**config.mk**
```make
export PLATFORM = sky130hd
export DESIGN_NAME = alu_sequencer_flat
export DESIGN_NICKNAME = d
export VERILOG_FILES = /design/src/rtl/alu_sequencer_if.sv /design/src/rtl/alu_sequencer.sv /design/src/flat_wrapper.sv
export SDC_FILE = /design/constraint.sdc
export NUM_CORES = 1
export LEC_CHECK = 0
export BUFFER_PORTS_ARGS = -buffer_cell sky130_fd_sc_hd__buf_4
export CAP_MARGIN = 20
export CORE_MARGIN = 1.5
export CORE_UTILIZATION = 42
export DETAILED_ROUTE_END_ITERATION = 7
export GPL_TIMING_DRIVEN = 0
export PLACE_DENSITY = 0.74
export SLEW_MARGIN = 0
export SYNTH_ARGS = -nofsm -noshare
export SYNTH_HDL_FRONTEND = slang
export SYNTH_SLANG_ARGS = --single-unit
```
**constraint.sdc**
```tcl
create_clock -name clk -period 1.6 [get_ports clk]
set_clock_uncertainty 0.15 [all_clocks]
set_input_delay 0.32 -clock clk [delete_from_list [all_inputs] [get_ports clk]]
set_output_delay 0.32 -clock clk [all_outputs]
set_load 0.005 [all_outputs]
```
**src/rtl/alu_sequencer_if.sv**
```systemverilog
//==============================================================================
// Module      : alu_sequencer_if
// Description : Request, datapath-control and result signals exchanged
//               between the ALU sequencer and its surroundings.
// Revision    : 1.0 - initial release
//==============================================================================
`default_nettype none

interface alu_sequencer_if;
    logic       start;
    logic       cmd;
    logic [7:0] opa;
    logic [7:0] opb;
    logic [8:0] alu_res;
    logic [7:0] bus_out;
    logic       ai;
    logic       bi;
    logic       op;
    logic       ready;
    logic       done;
    logic [7:0] result;
    logic       carry;
    logic       zero;
    logic       ovf;

    // Requester / datapath side
    modport master (
        output start, cmd, opa, opb, alu_res,
        input  bus_out, ai, bi, op, ready, done, result, carry, zero, ovf
    );

    // Sequencer side
    modport slave (
        input  start, cmd, opa, opb, alu_res,
        output bus_out, ai, bi, op, ready, done, result, carry, zero, ovf
    );
endinterface

`default_nettype wire

```
**src/rtl/alu_sequencer.sv**
```systemverilog
//==============================================================================
// Module      : alu_sequencer
// Description : Five-state sequencer that loads operands A and B over a shared
//               bus into an external ALU, captures its result and flags, and
//               pulses done. Optional macro ALU_SEQUENCER_OVF_EN enables the
//               signed-overflow flag; otherwise ovf is tied low.
// Revision    : 1.0 - initial release
//==============================================================================
`default_nettype none

module alu_sequencer (
    input  wire logic       clk,
    input  wire logic       reset,
    alu_sequencer_if.slave  bus
);

    typedef enum logic [2:0] {
        S_IDLE = 3'd0,
        S_LDA  = 3'd1,
        S_LDB  = 3'd2,
        S_EXEC = 3'd3,
        S_DONE = 3'd4
    } state_t;

    state_t     r_state;
    state_t     w_state_nxt;

    logic       r_cmd;
    logic [7:0] r_opa;
    logic [7:0] r_opb;
    logic [7:0] r_result;
    logic       r_carry;
    logic       r_zero;

    logic [7:0] w_bus_out;
    logic       w_ai;
    logic       w_bi;
    logic       w_op;
    logic       w_ready;
    logic       w_done;

    // State register plus operand latch (IDLE only) and result capture (EXEC exit)
    always_ff @(posedge clk) begin
        if (reset) begin
            r_state  <= S_IDLE;
            r_cmd    <= 1'b0;
            r_opa    <= 8'd0;
            r_opb    <= 8'd0;
            r_result <= 8'd0;
            r_carry  <= 1'b0;
            r_zero   <= 1'b0;
        end else begin
            r_state <= w_state_nxt;
            if (r_state == S_IDLE && bus.start) begin
                r_cmd <= bus.cmd;
                r_opa <= bus.opa;
                r_opb <= bus.opb;
            end
            if (r_state == S_EXEC) begin
                r_result <= bus.alu_res[7:0];
                r_carry  <= bus.alu_res[8];
                r_zero   <= (bus.alu_res[7:0] == 8'd0);
            end
        end
    end

    // Next-state and Moore outputs decoded from the current state
    always_comb begin
        w_state_nxt = r_state;
        w_bus_out   = 8'd0;
        w_ai        = 1'b0;
        w_bi        = 1'b0;
        w_op        = 1'b0;
        w_ready     = 1'b0;
        w_done      = 1'b0;
        case (r_state)
            S_IDLE: begin
                w_ready = 1'b1;
                if (bus.start) begin
                    w_state_nxt = S_LDA;
                end
            end
            S_LDA: begin
                w_bus_out   = r_opa;
                w_ai        = 1'b1;
                w_op        = r_cmd;
                w_state_nxt = S_LDB;
            end
            S_LDB: begin
                w_bus_out   = r_opb;
                w_bi        = 1'b1;
                w_op        = r_cmd;
                w_state_nxt = S_EXEC;
            end
            S_EXEC: begin
                w_op        = r_cmd;
                w_state_nxt = S_DONE;
            end
            S_DONE: begin
                w_done      = 1'b1;
                w_state_nxt = S_IDLE;
            end
            default: begin
                w_state_nxt = S_IDLE;
            end
        endcase
    end

`ifdef ALU_SEQUENCER_OVF_EN
    logic r_ovf;
    logic w_ovf;

    // Signed overflow: add overflows when like-signed operands give an
    // opposite-signed result; subtract when unlike-signed operands do.
    always_comb begin
        w_ovf = 1'b0;
        if (r_cmd) begin
            w_ovf = (r_opa[7] != r_opb[7]) && (bus.alu_res[7] != r_opa[7]);
        end else begin
            w_ovf = (r_opa[7] == r_opb[7]) && (bus.alu_res[7] != r_opa[7]);
        end
    end

    // Overflow flag captured alongside the other result flags
    always_ff @(posedge clk) begin
        if (reset) begin
            r_ovf <= 1'b0;
        end else if (r_state == S_EXEC) begin
            r_ovf <= w_ovf;
        end
    end

    assign bus.ovf = r_ovf;
`else
    assign bus.ovf = 1'b0;
`endif

    assign bus.bus_out = w_bus_out;
    assign bus.ai      = w_ai;
    assign bus.bi      = w_bi;
    assign bus.op      = w_op;
    assign bus.ready   = w_ready;
    assign bus.done    = w_done;
    assign bus.result  = r_result;
    assign bus.carry   = r_carry;
    assign bus.zero    = r_zero;

endmodule

`default_nettype wire
```
**src/flat_wrapper.sv**
```systemverilog
// flat-port wrapper written by rule: the top's interface ports become plain ports
module alu_sequencer_flat 
  (clk, reset, bus_start, bus_cmd, bus_opa, bus_opb, bus_alu_res, bus_bus_out, bus_ai, bus_bi, bus_op, bus_ready, bus_done, bus_result, bus_carry, bus_zero, bus_ovf);
  alu_sequencer_if bus_i ();
  input  wire logic clk;
  input  wire logic reset;
  input wire logic [$bits(bus_i.start)-1:0] bus_start;
  input wire logic [$bits(bus_i.cmd)-1:0] bus_cmd;
  input wire logic [$bits(bus_i.opa)-1:0] bus_opa;
  input wire logic [$bits(bus_i.opb)-1:0] bus_opb;
  input wire logic [$bits(bus_i.alu_res)-1:0] bus_alu_res;
  output wire logic [$bits(bus_i.bus_out)-1:0] bus_bus_out;
  output wire logic [$bits(bus_i.ai)-1:0] bus_ai;
  output wire logic [$bits(bus_i.bi)-1:0] bus_bi;
  output wire logic [$bits(bus_i.op)-1:0] bus_op;
  output wire logic [$bits(bus_i.ready)-1:0] bus_ready;
  output wire logic [$bits(bus_i.done)-1:0] bus_done;
  output wire logic [$bits(bus_i.result)-1:0] bus_result;
  output wire logic [$bits(bus_i.carry)-1:0] bus_carry;
  output wire logic [$bits(bus_i.zero)-1:0] bus_zero;
  output wire logic [$bits(bus_i.ovf)-1:0] bus_ovf;
  assign bus_i.start = bus_start;
  assign bus_i.cmd = bus_cmd;
  assign bus_i.opa = bus_opa;
  assign bus_i.opb = bus_opb;
  assign bus_i.alu_res = bus_alu_res;
  assign bus_bus_out = bus_i.bus_out;
  assign bus_ai = bus_i.ai;
  assign bus_bi = bus_i.bi;
  assign bus_op = bus_i.op;
  assign bus_ready = bus_i.ready;
  assign bus_done = bus_i.done;
  assign bus_result = bus_i.result;
  assign bus_carry = bus_i.carry;
  assign bus_zero = bus_i.zero;
  assign bus_ovf = bus_i.ovf;
  alu_sequencer u_core (.clk(clk), .reset(reset), .bus(bus_i));
endmodule
```
==> results of run 1 <==
## cell type report
type,count,area (sq um),area share [%]
plain buffers,8,60.1,3.13
clock inverters,2,12.5,0.651
well taps,31,38.8,2.02
flip-flops and latches,30,608,31.7
repair buffers,60,527,27.4
clock buffers,6,51.3,2.67
multi-input cells,97,623,32.4
## per-stage QoR
step / TNS [ns] / power [mW] / instances
after floorplan: 0 / 1.01 / 138
after global placement: -2.72 / 1.13 / 219
after detailed placement: -3.11 / 1.15 / 219
after CTS: -4.13 / 1.72 / 236
after global routing: -4.24 / 1.82 / 234
final: -2.69 / 1.73 / 234
## cells in the mapped netlist (3+ instances only)
cell type,count
nor4_1,3
nor2_1,12
clkbuf_1,3
dfxtp_1,30
a22o_1,8
a21oi_1,18
nand2_1,35
buf_2,3
mux2i_1,9
## how the worst min path moves through the flow
stage	start	endpoint
2_1_floorplan	u_core.r_cmd	u_core.r_cmd
3_3_place_gp	u_core.r_opb[6]	u_core.r_opb[6]
3_5_place_dp	u_core.r_opb[6]	u_core.r_opb[6]
4_1_cts	bus_opb[0]	u_core.r_opb[0]
5_1_grt	bus_opb[0]	u_core.r_opb[0]
6_report	bus_opb[0]	u_core.r_opb[0]
## cell usage in the layout (no fill, tap or decap)
| master | synthesis | final |
|---|---|---|
| a22o_1 | 8 | 8 |
| a21oi_1 | 18 | 14 |
| clkbuf_8 | 0 | 1 |
| or4b_4 | 1 | 1 |
| clkbuf_1 | 3 | 3 |
| nor4b_4 | 1 | 1 |
| nor2_1 | 12 | 11 |
| buf_12 | 0 | 3 |
| buf_6 | 2 | 6 |
| and2_2 | 1 | 1 |
| a21oi_2 | 0 | 4 |
| nor3b_2 | 2 | 1 |
| buf_16 | 0 | 1 |
| dfxtp_1 | 30 | 28 |
| xnor2_1 | 1 | 1 |
| clkinv_2 | 0 | 1 |
| nor3_1 | 2 | 2 |
| nor4_1 | 3 | 3 |
| clkbuf_4 | 0 | 5 |
| buf_8 | 1 | 1 |
| nand2_1 | 35 | 26 |
| nor3b_4 | 0 | 2 |
| mux2i_1 | 9 | 9 |
| nor2_4 | 0 | 1 |
| dfxtp_4 | 0 | 2 |
| buf_4 | 2 | 54 |
| nand3b_1 | 2 | 2 |
| conb_1 | 1 | 1 |
| nand2_2 | 0 | 9 |
| clkinvlp_4 | 0 | 1 |
## registers in the layout (all words and copies together), names as in the netlist
register / count
u_core.bus.zero: 1
u_core.bus.carry: 1
u_core.r_opb: 8
u_core.bus.result: 8
u_core.r_state: 3
u_core.r_cmd: 1
u_core.r_opa: 8
## layer usage
metal  vias to the layer above  global-route usage [%]
met4                         0                    7.97
li1                        594                       -
met3                         6                    8.62
met1                       532                    23.4
met2                        53                    36.1
met5                         -                       0
## cells by family after synthesis
| kind of cell | count (synthesis) |
|---|---|
| other | 1 |
| muxes | 9 |
| and+or+nand+nor | 60 |
| xor gates and xnor gates | 1 |
| buffers and inverters | 11 |
| AOI/OAI and AO/OA | 26 |
| DFF | 30 |
## tightest hold or removal path, stage by stage
cell	delay (ns)
buf_4	0.11
nand2_1	0.04
a21oi_1	0.05
## power breakdown
| group | leakage (nW) | internal (mW) | switching [mW] |
|---|---|---|---|
| clock network | 0.0343 | 0.211 | 0.265 |
| logic | 0.610 | 0.245 | 0.177 |
| registers | 0.246 | 0.794 | 0.0359 |
## what timing repair did
| item | CTS | global route |
|---|---|---|
| pin swaps | 11 | 1 |
| cloned | 1 | 0 |
| endpoints found under the setup margin | 23 | 31 |
| resized for setup | 12 | 22 |
| buffers inserted | 10 | 0 |
==> impl_metrics.tcl, run 1 <==
set metrics [dict create \
    synth_compound_area_share_pct 12.9 \
    reg2reg_from "u_core.r_state[2]" \
    synth_simple_gate_area_share_pct 24.0 \
    muxShareOfSynthArea_pct 7.27 \
    violations "negative setup slack" \
    fin_hold_ws_ns 0.0752 \
    reg2reg_depth 5 \
    cp-end-kind "output port" \
    initial_core_util_pct 44.6 \
    synth_area_leader_cell "dfxtp_1" \
    ios 53 \
    cp-start-kind "flop" \
    htreeDepth 2 \
    cp.depth 5 \
    synth_top_family_by_area "simple AND/OR/NAND/NOR gates" \
    rrSetupSlack_ns -0.03 \
    routed_via_density 5.06 \
    syn_nets 167 \
    fmax_mhz 537 \
    crit_chain "buf_6 -> nor3b_4 -> buf_12 -> a22o_1 -> buf_4" \
    period_needed_ns 1.86 \
    place_congestion 0.750 \
    cts_sinks 30 \
    crit_slowest_cell "dfxtp_1" \
    critPathCapture "bus_bus_out[3]" \
    cp.arrival_ns 1.39 \
    avgSynthCellArea_sq_um 8.99 \
    ys_types 21 \
    peakVddDrop_uv 729 \
    grt_pass1_vias 1163 \
    grt_setup_unrepaired "yes" \
    synth.ff_latch_count 30 \
    tritoncts "yes" \
    antenna_found_initial 0 \
    met2WireLength_um 1590 \
    fin_area_sq_um 1920 \
    setup_viol 29 \
    hold_depth 3 \
    clk_latency_ns 0.32 \
    cts_max_path_buffers 2 \
    coreArea_sq_um 2780 \
    top_layer_used "met4" \
    syn2layout_area_growth_pct 54.9 \
    diodes 0 \
    groute.usage.overall_pct 21.1 \
    cts.hold.buffers_added 0 \
    final_nets 231 \
    crit_start "u_core.r_state[2]" \
    synth_area_leaders "dfxtp_1, nand2_1, a21oi_1" \
    numCtsBuffers 5 \
    grt-ovfl-total 0 \
    crit_path_max_fanout 10 \
    wl_met1_um 1230 \
    dpl.hpwl_um 2080 \
    period_share_pct 116 \
    routed_wl_um 3130 \
    port-buffer-count 50 \
    cts-root-buf "clkbuf_4" \
    rows 19 \
    ys_warn_count 0 \
    final-max-slew-violation-count 0 \
    vias 1185 \
    powerDensity_nw_per_um2 900 \
    finalHoldViolCount 0 \
    synth_edf_count 0 \
    dr_wl_met3_um 257 \
    die_area_sq_um 3290 \
    detail_route.iter0.violations 40 \
    final_layout_size_suffix_gt1_share_pct 46.8 \
    drt-pass1-iter-count 4 \
    synthCells 138 \
    dpl_worst_slack_ns -0.302 \
    grt_max_degree 11 \
    cp_top_family "buffers and inverters" \
    fp.dieH_um 57.3 \
    fin_ws_ns -0.262 \
    critPathRequiredTime_ns 1.13 \
    reg2reg_to "u_core.r_opa[6]" \
    cpPeakStageDelay_ns 0.31 \
    post-route-util_pct 69.1 \
    status "finished with violations" \
    syn_area_sq_um 1240 \
    synth_top_area_share_pct 48.4 \
    synthArstFlopShare_pct 0 \
    hold_path_class "primary input to flop" \
    die_x_um 57.3 \
    power.leakage_nw 0.890 \
    cts.reportedPaths.clkPinSlew_ns 0.10 \
    synth_ff_type "dfxtp_1" \
    place_area_sq_um 1650 \
    seq_area_frac_synth_pct 48.4 \
    synth-xor-area-share_pct 0.706 \
    synth_adder_area_share_pct 0 \
    grt_pass1_wl_um 5260 \
    cp_num_buf_inv 3 \
    drc 0 \
    fillers 219 \
    drv_cap 0 \
    wire_per_inst_um 13.4 \
    crit_type "flop to output port" \
    ant_nets 0 \
]
Note: power is estimated with default switching activity, not from simulation.
==> inputs of run 2 (changes only) <==
Settings changed: CELL_PAD_IN_SITES_DETAIL_PLACEMENT set to 0, CELL_PAD_IN_SITES_GLOBAL_PLACEMENT set to 1, CORE_UTILIZATION 42 to 30, PLACE_DENSITY 0.74 to 0.73.
==> run 2 against run 1 <==
The run still ends with negative setup slack left; non-clock buffer count increased by 3; global-route usage decreased by 6.3 points; clock power increased by 21%; routed wire length increased by 11%; core utilization decreased by 16 points.
==> impl_metrics.tcl, run 2 (synthesized netlist as in run 1, its figures left out) <==
set metrics [dict create \
    cts.reportedPaths.clkPinSlew_ns 0.06 \
    grt_pass1_wl_um 5090 \
    hold_path_class "primary input to flop" \
    crit_slowest_cell "dfxtp_4" \
    period_needed_ns 1.78 \
    groute.usage.overall_pct 14.8 \
    dpl.hpwl_um 2200 \
    period_share_pct 111 \
    finalHoldViolCount 0 \
    ant_nets 0 \
    critPathRequiredTime_ns 1.13 \
    cts.hold.buffers_added 0 \
    diodes 0 \
    clk_latency_ns 0.27 \
    multi_input_area_sq_um 771 \
    power.leakage_nw 1.00 \
    place_congestion 0.732 \
    coreArea_sq_um 4000 \
    met2WireLength_um 1720 \
    wl_met1_um 1490 \
    top_layer_used "met4" \
    routed_via_density 4.68 \
    cpPeakStageDelay_ns 0.38 \
    final_common_cell "buf_4" \
    powerDensity_nw_per_um2 893 \
    die_area_sq_um 4530 \
    drc 0 \
    final_cell_mix "buf_4, dfxtp_1, nand2_1" \
    port-buffer-count 50 \
    violations "negative setup slack" \
    drv_cap 0 \
    cts-root-buf "clkbuf_8" \
    place_area_sq_um 1680 \
    die_x_um 67.3 \
    grt_setup_unrepaired "yes" \
    grt-ovfl-total 0 \
    tightest_slew_ns 0.683 \
    fin_hold_ws_ns 0.141 \
    fmax_mhz 561 \
    vias 1189 \
    cp.arrival_ns 1.31 \
    initial_core_util_pct 31.0 \
    fillers 357 \
    setup_viol 25 \
    fin_area_sq_um 2130 \
    routed_wl_um 3470 \
    rows 23 \
    status "finished with violations" \
    tritoncts "yes" \
    seq_area_sq_um 612 \
    final_nets 234 \
    crit_chain "nor3b_4 -> buf_12 -> a22o_1 -> buf_4" \
    syn2layout_area_growth_pct 71.9 \
    cts_sinks 30 \
    drt-pass1-iter-count 4 \
    ios 53 \
    wire_per_inst_um 13.7 \
    cp-end-kind "output port" \
    htreeDepth 2 \
    final-max-slew-violation-count 0 \
    fin_ws_ns -0.184 \
    peakVddDrop_uv 561 \
    cts_max_path_buffers 2 \
    cp-start-kind "flop" \
    numCtsBuffers 5 \
    antenna_found_initial 0 \
    crit_type "flop to output port" \
    fp.dieH_um 67.3 \
    grt_max_degree 11 \
    grt_pass1_vias 1141 \
    slew_headroom_pct 54.5 \
    final_layout_size_suffix_gt1_share_pct 57.4 \
    crit_path_max_fanout 9 \
    detail_route.iter0.violations 29 \
    dr_wl_met3_um 252 \
]
[run 2: cell types whose count changed in the layout (fill, tap and decap cells not counted), sizes merged]
cell	previous run	this run
clkinv	1	0
buf	65	66
clkbuf	9	11
clkinvlp	1	0
[run 2: worst paths after layout]
check                         start               end  cells after the start  slack, ns
setup / recovery  u_core.r_state[0]    bus_bus_out[4]                      4      -0.18
hold / removal       bus_alu_res[8]  u_core.bus.carry                      3       0.14
setup reg to reg  u_core.r_state[2]   u_core.r_opa[6]                      5      -0.10
hold reg to reg     u_core.r_opb[4]   u_core.r_opb[4]                      2       0.32
[run 2: critical path, delay by kind of cell, from the launching register on]
| family | cells | cell delay, ns |
|---|---|---|
| AO/OA/AOI/OAI | 1 | 0.16 |
| buffers and inverters | 2 | 0.28 |
| AND/OR/NAND/NOR | 1 | 0.24 |
| flip-flops | 1 | 0.38 |
[run 2: layout make-up]
cell class	count	area share, %
multi-input cells	97	36.2
flip-flops and latches	30	28.7
repair buffers	64	26.2
clock buffers	6	3.87
well taps	50	2.93
plain buffers	7	2.17
[run 2: where the power goes]
group	switching (mW)	internal (mW)
clock network	0.246	0.331
logic	0.212	0.270
registers	0.0508	0.794
[run 2: stage by stage]
stage	worst slack [ns]	cells	utilization, %	setup TNS (ns)	power, mW
global route	-0.249	254	53.3	-3.82	2.00
finish	-0.184	254	53.3	-2.64	1.90
floorplan	0.00953	138	-	0	1.01
CTS	-0.226	254	48.0	-3.68	1.81
global placement	-0.281	238	41.9	-2.69	1.14
detailed placement	-0.303	238	41.9	-3.12	1.15
[run 2: timing repair]
action / CTS / global route
gates cloned: 0 / 1
pin swaps: 4 / 35
gates resized for setup: 12 / 58
endpoints found under the setup margin: 22 / 38
buffers inserted: 11 / 2
[run 2: metal layers]
layer  up-vias  GRT usage [%]
met4         0           3.83
met5         -              0
met2        45           25.2
li1        599              -
met3         2           5.67
met1       543           17.4
==> inputs of run 3 (changes only) <==
Settings changed: ABC_AREA set to 1, PLACE_DENSITY 0.73 to 0.74.
==> run 3 against run 2 <==
The run still ends with negative setup slack left; maximum frequency up 4.8%; combinational power up 4.8%; critical endpoint is now bus_bus_out[2]; die area up 19%; via count up 33%; critical path depth unchanged; sequential power down 2%; total power up 3.2%; synthesized cell count up 64%; highest routed layer unchanged; sequential share of layout area down 2.4 points; first-iteration DRC count up 120%.
==> impl_metrics.tcl, run 3 <==
set metrics [dict create \
    p_sw_share_pct 28.9 \
    synthCells 226 \
    fin_area_sq_um 2320 \
    grt-ovfl-total 0 \
    grt_pass1_vias 1427 \
    power_switching_mw 0.567 \
    fmax_mhz 588 \
    power.leakage_nw 1.21 \
    avgSynthCellArea_sq_um 6.56 \
    final_common_cell "buf_4" \
    synth_top_area_share_pct 40.5 \
    dp.cells 343 \
    synth_compound_area_share_pct 7.26 \
    place_congestion 0.750 \
    routed_via_density 4.31 \
    detail_route.iter0.violations 65 \
    die_x_um 73.3 \
    tritoncts "yes" \
    crit_path_max_fanout 5 \
    final_layout_size_suffix_gt1_share_pct 35.7 \
    cts-root-buf "clkbuf_8" \
    combinationalPowerShare_pct 25.7 \
    cts.reportedPaths.clkPinSlew_ns 0.06 \
    cp.arrival_ns 1.23 \
    routed_wl_um 4120 \
    syn2layout_area_growth_pct 56.4 \
    tns_ns -0.703 \
    cts_max_path_buffers 2 \
    yosysMostFrequentCell "inv_1" \
    syn_nets 255 \
    initial_core_util_pct 31.2 \
    rrSetupSlack_ns 0.15 \
    peakVddDrop_uv 469 \
    grt_max_degree 11 \
    status "finished with violations" \
    cts_sinks 30 \
    die_area_sq_um 5370 \
    yosys-top-cells-count "inv_1, nor2_1, nand2_1, dfxtp_1, nand4_1" \
    synth.ff_latch_count 30 \
    crit_type "flop to output port" \
    ys_types 21 \
    reg2reg_to "u_core.r_opb[5]" \
    numCtsBuffers 5 \
    critPathRequiredTime_ns 1.13 \
    seq_area_frac_synth_pct 40.5 \
    final_cell_mix "buf_4, inv_1, nor2_1" \
    fin_ws_ns -0.101 \
    groute.usage.overall_pct 16.6 \
    vias 1582 \
    cp-start-kind "flop" \
    synth_adder_area_share_pct 0 \
    crit_start "u_core.r_state[1]" \
    dpl.hpwl_um 2590 \
    finalHoldViolCount 0 \
    drv_cap 0 \
    wire_per_inst_um 11.2 \
    synth_simple_gate_area_share_pct 31.9 \
    synth_ff_type "dfxtp_1" \
    ant_nets 0 \
    synth_area_leader_cell "dfxtp_1" \
    rows 25 \
    place_area_sq_um 1940 \
    clk_latency_ns 0.27 \
    grt_setup_unrepaired "yes" \
    final_nets 328 \
    synth-xor-area-share_pct 0 \
    cts.hold.buffers_added 0 \
    period_share_pct 106 \
    synthArstFlopShare_pct 0 \
    period_needed_ns 1.70 \
    seq_power_share_pct 42.2 \
    diodes 0 \
    antenna_found_initial 0 \
    reg2reg_from "u_core.r_state[1]" \
    htreeDepth 2 \
    final_cells 367 \
    cp-end-kind "output port" \
    power.internal_mw 1.40 \
    ios 53 \
    fp.dieH_um 73.3 \
    critPathCapture "bus_bus_out[2]" \
    final-max-slew-violation-count 0 \
    synth_area_leaders "dfxtp_1, inv_1, nor2_1" \
    syn_area_sq_um 1480 \
    powerDensity_nw_per_um2 847 \
    coreArea_sq_um 4750 \
    violations "negative setup slack" \
    grt_pass1_wl_um 6690 \
    synth_top_family_by_area "simple AND/OR/NAND/NOR gates" \
    port-buffer-count 50 \
    hold_path_class "primary input to flop" \
    clkPwrFrac_pct 32.1 \
    drt-pass1-iter-count 4 \
    ys_warn_count 0 \
    muxShareOfSynthArea_pct 0 \
    reg2reg_depth 7 \
    drc 0 \
    setup_viol 12 \
    synth_edf_count 0 \
]
-- run 3: area by class of cell --
| type | instances | area (sq um) |
|---|---|---|
| Inverter | 59 | 233 |
| Timing Repair Buffer | 65 | 515 |
| Multi-Input combinational cell | 128 | 704 |
| Buffer | 10 | 81.3 |
| Clock inverter | 1 | 5.00 |
| Sequential cell | 30 | 609 |
| Clock buffer | 7 | 86.3 |
| Fill cell | 527 | 2440 |
| Tap cell | 67 | 83.8 |
-- run 3: critical path: stages (launching register included) --
cell and delay [ns]:
dfxtp_4 0.40, buf_6 0.11, nand3_4 0.12, o22ai_2 0.18, buf_4 0.13
-- run 3: repair_timing --
item                       in CTS  in global routing
setup endpoints to repair      13                 13
cloned                          2                  0
gates resized for setup        28                 11
pin swaps                       6                  2
setup buffers                  14                  1
-- run 3: layer usage --
layer	up-vias	part of all wire (%)	global-route usage, %
li1	828	-	-
met1	699	47	22.1
met2	51	46	26.3
met3	4	6.5	4.39
met4	0	0.83	4.94
met5	-	0	0
-- run 3: how the worst min path moves through the flow --
stage / depth (start not counted) / endpoint / from / slack, ns
4_1_cts: 2 / u_core.r_state[1] / reset / 0.06
5_1_grt: 2 / u_core.r_state[1] / reset / 0.07
2_1_floorplan: 1 / u_core.r_state[1] / reset / 0.24
3_3_place_gp: 2 / u_core.bus.zero / u_core.bus.zero / 0.31
6_report: 2 / u_core.r_state[1] / reset / 0.07
3_5_place_dp: 2 / u_core.bus.zero / u_core.bus.zero / 0.32
-- run 3: cells by family (layout without fill, tap and decap cells) --
group           after synthesis  in the layout
simple gates                106            108
compound gates               19             19
flops                        30             30
buf+inv                      70            142
other cells                   1              1
-- run 3: power groups by stage --
stage                     sequential [mW]  combinational (mW)  clock (mW)
final                               0.828               0.505       0.630
after detailed placement            0.841               0.398           0
after global placement              0.840               0.397           0
after CTS                           0.828               0.484       0.649
after floorplan                     0.839               0.246           0
after global routing                0.835               0.568       0.677
-- run 3: through the flow --
stage               hold WS, ns  power (mW)  util, %  setup slack (ns)
finish                   0.0668        1.96     48.8            -0.101
global route             0.0689        2.08     48.8            -0.167
floorplan                 0.239        1.09        -             0.222
global placement          0.314        1.24     40.8            -0.186
CTS                      0.0608        1.96     47.8            -0.106
detailed placement        0.320        1.24     40.8            -0.217
